===== config.mk =====
export PLATFORM = sky130hd
export DESIGN_NAME = ram_arbiter
export DESIGN_NICKNAME = d
export VERILOG_FILES = /design/src/rtl/ram_arbiter.sv
export SDC_FILE = /design/constraint.sdc
export NUM_CORES = 1
export LEC_CHECK = 0
export ABC_AREA = 1
export ABC_CLOCK_PERIOD_IN_PS = 1180
export BUFFER_PORTS_ARGS = -buffer_cell sky130_fd_sc_hd__buf_2
export CORE_ASPECT_RATIO = 1.4
export CORE_UTILIZATION = 32
export CTS_BUF_LIST = sky130_fd_sc_hd__clkbuf_4
export CTS_CLUSTER_DIAMETER = 80
export CTS_CLUSTER_SIZE = 8
export DETAILED_ROUTE_END_ITERATION = 10
export PLACE_DENSITY_LB_ADDON = 0.2
export SYNTH_ARGS = -nofsm -noshare
export SYNTH_HDL_FRONTEND = slang
export SYNTH_SLANG_ARGS = --single-unit

===== constraint.sdc =====
create_clock -name clk -period 1.18 [get_ports clk]
set_input_delay 0.059 -clock clk [delete_from_list [all_inputs] [get_ports clk]]
set_output_delay 0.059 -clock clk [all_outputs]
set_load 0.01 [all_outputs]

===== src/rtl/ram_arbiter.sv =====
// ram_arbiter: shares the single-port system RAM between CPU and DMA, CPU first with a bounded DMA wait
module ram_arbiter #(
    parameter int MAX_STARVE = 4,
    parameter int CNT_W      = 8
) (
    input  logic        clk,
    input  logic        reset,
    input  logic        cpu_req,
    input  logic        cpu_we,
    input  logic [14:0] cpu_addr,
    input  logic [7:0]  cpu_wdata,
    output logic        cpu_stall,
    input  logic        dma_req,
    input  logic        dma_we,
    input  logic [14:0] dma_addr,
    input  logic [7:0]  dma_wdata,
    output logic        dma_ack,
    output logic        dma_rvalid,
    output logic [7:0]  dma_rdata,
    output logic [14:0] ram_addr,
    output logic [7:0]  ram_wdata,
    output logic        ram_we,
    input  logic [7:0]  ram_rdata
);
    logic [CNT_W-1:0] starve_q, starve_d;
    logic             rvalid_q, rvalid_d;
    logic             at_max, force_dma, cpu_win, dma_win;
    always_comb begin
        at_max    = starve_q == CNT_W'(MAX_STARVE);
        force_dma = dma_req & at_max;
        cpu_win   = cpu_req & ~force_dma & ~reset;
        dma_win   = dma_req & ~cpu_win & ~reset;
        cpu_stall = cpu_req & ~cpu_win & ~reset;
        dma_ack   = dma_win;
        ram_addr  = dma_win ? dma_addr : cpu_addr;
        ram_wdata = dma_win ? dma_wdata : cpu_wdata;
        ram_we    = dma_win ? dma_we : cpu_we & cpu_win;
        rvalid_d  = dma_win & ~dma_we;
        starve_d  = (~dma_req | dma_win) ? '0 : at_max ? starve_q : starve_q + CNT_W'(1);
    end
    always_ff @(posedge clk) begin
        if (reset) begin
            starve_q <= '0;
            rvalid_q <= 1'b0;
        end else begin
            starve_q <= starve_d;
            rvalid_q <= rvalid_d;
        end
    end
    // a reset arriving in the return cycle drops the pending read pulse
    assign dma_rvalid = rvalid_q & ~reset;
    assign dma_rdata  = ram_rdata;
endmodule


Word-level counts from Yosys, hierarchy flattened --
Index checks and enable logic that the tools add are counted.
Word-level totals: register bits after elaboration 9, word-level logic and storage cells 24
Cells by class: bitwise operators 16, $add $sub $neg 1, multiplexer cells 3, reductions and logical operators 1, eq/ne operators 1
Operator list (count):
- 15-bit two-way mux | 1
- 1-bit AND | 10
- 8-bit by 1-bit adder with 8-bit output (second input constant) | 1
- 8-bit by 3-bit equality test with 1-bit output (second input constant) | 1
- 8-bit two-way mux | 1
- 1-bit inverter | 5
- 2-bit OR reduction | 1
- 1-bit two-way mux | 1
- 1-bit OR | 1

Depth between registers and ports, before layout --
Gate-level depths: netlist of run 1.
depth in word-level cells 10, depth in mapped cells 8, gate-level depth less buffers 7

Worst setup path before layout of run 1 --
OpenSTA, ideal clock, no wires.
path type reg-to-output, start point reg starve_q[0], end point out ram_addr[13], setup slack -0.120 ns, path buffers 1, data arrival time 1.241 ns, cell stages (with the launch flop) 9, path through dfxtp_1 -> inv_1 -> ha_1 -> nand3_2 -> o21ai_4 -> nand2_4 -> buf_6 -> nand2_1 -> nand2_1
Between the ends: cells in the longest elaborated chain, start to end 9
Ends and longest elaborated chain:
- start, declared | line 25 | logic [CNT_W-1:0] starve_q, starve_d;
- start signal, assigned | line 46 | starve_q <= starve_d;
- 8-bit by 3-bit equality test with 1-bit output | line 29 | at_max = starve_q == CNT_W'(MAX_STARVE);
- 1-bit AND | line 30 | force_dma = dma_req & at_max;
- 1-bit inverter | line 31 | cpu_win = cpu_req & ~force_dma & ~reset;
- 1-bit AND (2 in a row) | line 31
- 1-bit inverter | line 32 | dma_win = dma_req & ~cpu_win & ~reset;
- 1-bit AND (2 in a row) | line 32
- 15-bit two-way mux | line 35 | ram_addr = dma_win ? dma_addr : cpu_addr;
- end, declared | line 20 | output logic [14:0] ram_addr,
Every way passes these cells.

Worst setup path in the final report of run 1 --
start point reg starve_q[0], end point out ram_addr[12]
The elaborated chain is that of the path after synthesis.

==> flow_metrics.tcl, run 1 <==
set metrics [dict create \
    routabilityCongestion 0.784 \
    grt_pass1_vias 1085 \
    first_pass_iters 4 \
    stdcell_count 283 \
    fp.dieW_um 46.8 \
    post-route-period-util 1.39 \
    cts_tree "done" \
    crit_chain "inv_2, ha_4, nand3_4, o21ai_4, buf_12, nand3_1, nand2_2, buf_2" \
    wl_um 3250 \
    setup_viol 26 \
    irDropWorstVdd_mv 0.443 \
    antenna_cells 0 \
    grt_max_degree 25 \
    status "complete, but fails checks" \
    finalNetCount 310 \
    endpoint_kind "primary output" \
    clock_latency_ns 0.27 \
    crit_path_max_incr_delay_ns 0.32 \
    timing.slew.headroom 0.821 \
    area_growth_pct 95.0 \
    final_cell_mix "66 x buf_2, 42 x nand2_2, 26 x nand3_1" \
    first_iter_violations 25 \
    fmax_mhz 611 \
    syn_nets 218 \
    final_hold_viol_count 0 \
    yosys.area.top_type "nand2_1" \
    criticalPathCategory "reg2out" \
    layout-drive-gt1-share 0.688 \
    initial_core_util 0.340 \
    die_area_um2 3030 \
    die_h_um 64.7 \
    netlist_instances 156 \
    violations "negative setup slack" \
    cts_buffer_depth 2 \
    cap_violations 0 \
    place_area_um2 1520 \
    powerDensity_nw_per_um2 582 \
    cts.clk_slew.worst_paths_ns 0.06 \
    ant_nets 0 \
    grt_pass1_wl_um 4200 \
    final_common_cell "buf_2" \
    dp_hpwl_um 2390 \
    finalWorstSetupSlack_ns -0.455 \
    synth_cell_type_count 19 \
    ioPinCount 95 \
    worst_slew_pin_slew_ns 0.269 \
    dp_cells 276 \
    ctsHtreeMaxLevel 1 \
    worst_ep_arrival_time_ns 1.58 \
    setup_tns_ns -10.52 \
    regToRegSetupSlack_ns 0.01 \
    final_area_um2 1750 \
    fin_util 0.663 \
    crit_buf_inv 3 \
    crit_required_ns 1.12 \
    routedWlPerCell_um 11.5 \
    p_leak_nw 0.916 \
    ys_seq_elements 9 \
    hold_path.class "in2out" \
    cts_root_buf "clkbuf_4" \
    track_usage 0.185 \
    synth_area_um2 898 \
    io_buffers 78 \
    core.rowCount 22 \
    cts_made_buffers 3 \
    synth_warnings 0 \
    syn_area_per_cell_um2 5.76 \
    core_um2 2640 \
    ys_seq_area_frac 0.201 \
    cp-start-kind "flop" \
    path_max_fanout 24 \
    antenna_found_initial 0 \
    vias_per_cell 4.72 \
    synth.top_cells.by_area "nand2_1 25%, dfxtp_1 20%, nand3_1 16%" \
    rsz0062_at_grt "true" \
    yosysTopAreaCellShare 0.255 \
    finalCriticalPeriod_ns 1.64 \
    drc 0 \
    critPathSlowestCell "dfxtp_2" \
    vias 1335 \
    slew_violations 0 \
    clkSinkCount 9 \
    overflow 0 \
    critPathTopFamily "buffers and inverters" \
    clock_skew_ns 0.00636 \
]
state kept, by name, summed over array words and instances (netlist names):
| name | count |
|---|---|
| rvalid_q | 1 |
| starve_q | 8 |
final timing paths:
path	startpoint	endpoint	cells after the start
worst min register to register	starve_q[0]	starve_q[0]	2
worst max-delay path	starve_q[0]	ram_addr[12]	8
worst min-delay path	ram_rdata[5]	dma_rdata[5]	0
worst max register to register	starve_q[0]	rvalid_q	7
layout make-up:
cell class                      count  area, um2
Timing Repair Buffer              101        691
Tap cell                           36       45.0
Multi-Input combinational cell    120        752
Fill cell                         241        891
Sequential cell                     9        185
Inverter                           13       48.8
Clock buffer                        4       30.0
per-layer routing:
metal / share of wire / up-vias / GRT usage
li1: - / 668 / -
met1: 0.37 / 604 / 0.185
met2: 0.54 / 58 / 0.363
met3: 0.078 / 5 / 0.0251
met4: 0.012 / 0 / 0.0536
met5: 0 / - / 0
synth_stat cells:
library cell / instances
o21ai_4: 1
clkbuf_1: 2
ha_1: 2
xor2_1: 1
nor2_1: 11
inv_1: 13
nand3_1: 28
buf_6: 2
nand2_4: 1
buf_4: 10
nor3_1: 2
a21oi_1: 5
o21ai_0: 1
nand2_1: 61
nand3_2: 1
nor2_2: 2
nand4_1: 2
dfxtp_1: 9
xnor2_1: 2
metrics by stage:
step | worst slack (ns) | total power, mW | hold WS (ns)
final | -0.455 | 1.02 | 0.118
after detailed placement | -0.156 | 0.679 | 0.118
after global placement | -0.137 | 0.675 | 0.118
after CTS | -0.459 | 0.972 | 0.118
after floorplan | -0.0520 | 0.524 | 0.126
after global routing | -0.529 | 1.08 | 0.118
power by group:
part | internal [mW] | total, mW | switching [mW]
registers | 0.307 | 0.308 | 0.00143
logic | 0.230 | 0.444 | 0.214
clock network | 0.154 | 0.266 | 0.113
repair_timing:
| item | in CTS | in global routing |
|---|---|---|
| hold buffers | 1 | 0 |
| gates resized for setup | 8 | 30 |
| pin swaps | 2 | 7 |
| endpoints found under the setup margin | 27 | 35 |
| setup buffers | 0 | 1 |
| endpoints found under the hold margin | 1 | 0 |
| cloned | 0 | 1 |
logic make-up after synthesis:
| kind of cell | synth area share |
|---|---|
| and+or+nand+nor | 0.519 |
| buffers and inverters | 0.171 |
| DFF | 0.201 |
| AOI/OAI and AO/OA | 0.0515 |
| xor gates and xnor gates | 0.0293 |
| adders and majority gates | 0.0279 |
Note: power is estimated with default switching activity, not from simulation.
==> run 2: changes to the inputs <==
Settings changed: ABC_CLOCK_PERIOD_IN_PS 1180 to 2120, CORE_UTILIZATION 32 to 39, HOLD_SLACK_MARGIN from default to 0.08.
Clock period 1.18 ns to 2.12 ns, I/O delays scaled along.
==> run 2 against run 1 <==
- the run now ends clean
- final cell count down 12%
- utilization down 8.1 points
- highest routed layer unchanged
- die area is 17% lower
==> flow_metrics.tcl, run 2 (same netlist as run 1, synthesis figures left out) <==
set metrics [dict create \
    routedWlPerCell_um 10.5 \
    critPathLaunch "starve_q[1]" \
    setup_tns_ns 0 \
    powerDensity_nw_per_um2 387 \
    finalNetCount 290 \
    hold_path.class "in2out" \
    clock_skew_ns 0.00230 \
    timing.slew.headroom 0.662 \
    area_growth_pct 40.9 \
    die_area_um2 2500 \
    p_leak_nw 0.755 \
    vias 1220 \
    criticalPathCategory "reg2out" \
    path_max_fanout 15 \
    drc 0 \
    layout-drive-gt1-share 0.392 \
    fmax_mhz 518 \
    track_usage 0.211 \
    first_iter_violations 26 \
    initial_core_util 0.413 \
    min_from "ram_rdata[4]" \
    final_common_cell "buf_2" \
    cts_root_buf "clkbuf_4" \
    largest-register "starve_q" \
    setup_viol 0 \
    clock_latency_ns 0.28 \
    endpoint_kind "primary output" \
    overflow 0 \
    largest_reg_flops 8 \
    cts.clk_slew.worst_paths_ns 0.06 \
    stdcell_count 249 \
    fp.dieW_um 42.6 \
    finalCriticalPeriod_ns 1.93 \
    rsz0062_at_grt "false" \
    antenna_found_initial 0 \
    cap_violations 0 \
    wl_um 2610 \
    cts_made_buffers 3 \
    grt_pass1_vias 1076 \
    dp_hpwl_um 2160 \
    post-route-period-util 0.911 \
    cts_resized 0 \
    routabilityCongestion 0.789 \
    irDropWorstVdd_mv 0.318 \
    antenna_cells 0 \
    cts_buffer_depth 2 \
    final_cell_mix "78 x buf_2, 61 x nand2_1, 28 x nand3_1" \
    seqCellArea_um2 180 \
    crit_required_ns 2.01 \
    vias_per_cell 4.90 \
    dp_cells 244 \
    slew_violations 0 \
    core.rowCount 20 \
    worst_slew_pin_slew_ns 0.506 \
    worstReg2RegStart "starve_q[1]" \
    core_um2 2180 \
    status "completed" \
    reg.largest.list "starve_q x8, rvalid_q x1" \
    ant_nets 0 \
    final_hold_viol_count 0 \
    fillers 220 \
    ctsHtreeMaxLevel 1 \
    io_buffers 78 \
    cp-start-kind "flop" \
    die_h_um 58.8 \
    grt_pass1_wl_um 4070 \
    grt_max_degree 26 \
    cts_tree "done" \
    worst_ep_arrival_time_ns 1.83 \
    first_pass_iters 4 \
    clkSinkCount 9 \
    ioPinCount 95 \
    multi_input_area_um2 564 \
]
run 2: changes by cell type in the layout (fill, tap and decap cells not counted), moves of 3 or more:
cell,previous run,this run
buf_2,66,78
nand2_4,5,1
inv_2,3,0
buf_6,14,0
buf_4,17,2
dfxtp_1,5,9
nor2_1,8,11
nand2_1,15,61
dfxtp_2,4,0
inv_1,10,13
nand2_2,42,0
run 2: layout make-up:
class / instances / share of cell area
Inverter: 13 / 0.0385
Sequential cell: 9 / 0.142
Timing Repair Buffer: 81 / 0.328
Multi-Input combinational cell: 120 / 0.446
Tap cell: 22 / 0.0217
Clock buffer: 4 / 0.0237
run 2: per-layer routing:
| layer | up-vias | GRT usage | share of wire |
|---|---|---|---|
| met2 | 54 | 0.407 | 0.55 |
| met3 | 5 | 0.0429 | 0.073 |
| met4 | 0 | 0.125 | 0.023 |
| met1 | 535 | 0.200 | 0.35 |
| met5 | - | 0 | 0 |
| li1 | 626 | - | - |
run 2: what timing repair did:
| action | CTS | global route |
|---|---|---|
| hold buffers | 1 | 0 |
| hold endpoints to repair | 1 | 0 |
| buffers inserted | 0 | 0 |
run 2: worst paths after layout:
path	cells after the start	slack, ns	end
max	8	0.19	ram_addr[6]
max reg2reg	6	0.70	rvalid_q
min	0	0.21	dma_rdata[4]
min reg2reg	1	0.48	starve_q[0]
run 2: where the power goes:
part           leakage [nW]  switching, mW  internal, mW
Combinational         0.664         0.0865        0.0798
Sequential           0.0727        0.00116         0.171
Clock                0.0184         0.0666        0.0857
run 2: critical path, stage by stage (launching register included):
cell and delay [ns]:
dfxtp_1 0.34, inv_1 0.07, ha_1 0.16, nand3_2 0.11, o21ai_4 0.32, buf_4 0.26
nand3_1 0.09, nand2_1 0.07, buf_2 0.12
run 2: per-stage QoR:
step	util	setup slack (ns)	hold WS, ns	total power [mW]	instance area [um2]
after detailed placement	0.563	0.486	0.212	0.341	1230
after global routing	0.582	0.0343	0.212	0.522	1270
after floorplan	-	0.773	0.173	0.272	898
after global placement	0.563	0.521	0.212	0.339	1230
after CTS	0.582	0.178	0.212	0.499	1270
final	0.582	0.188	0.212	0.490	1270
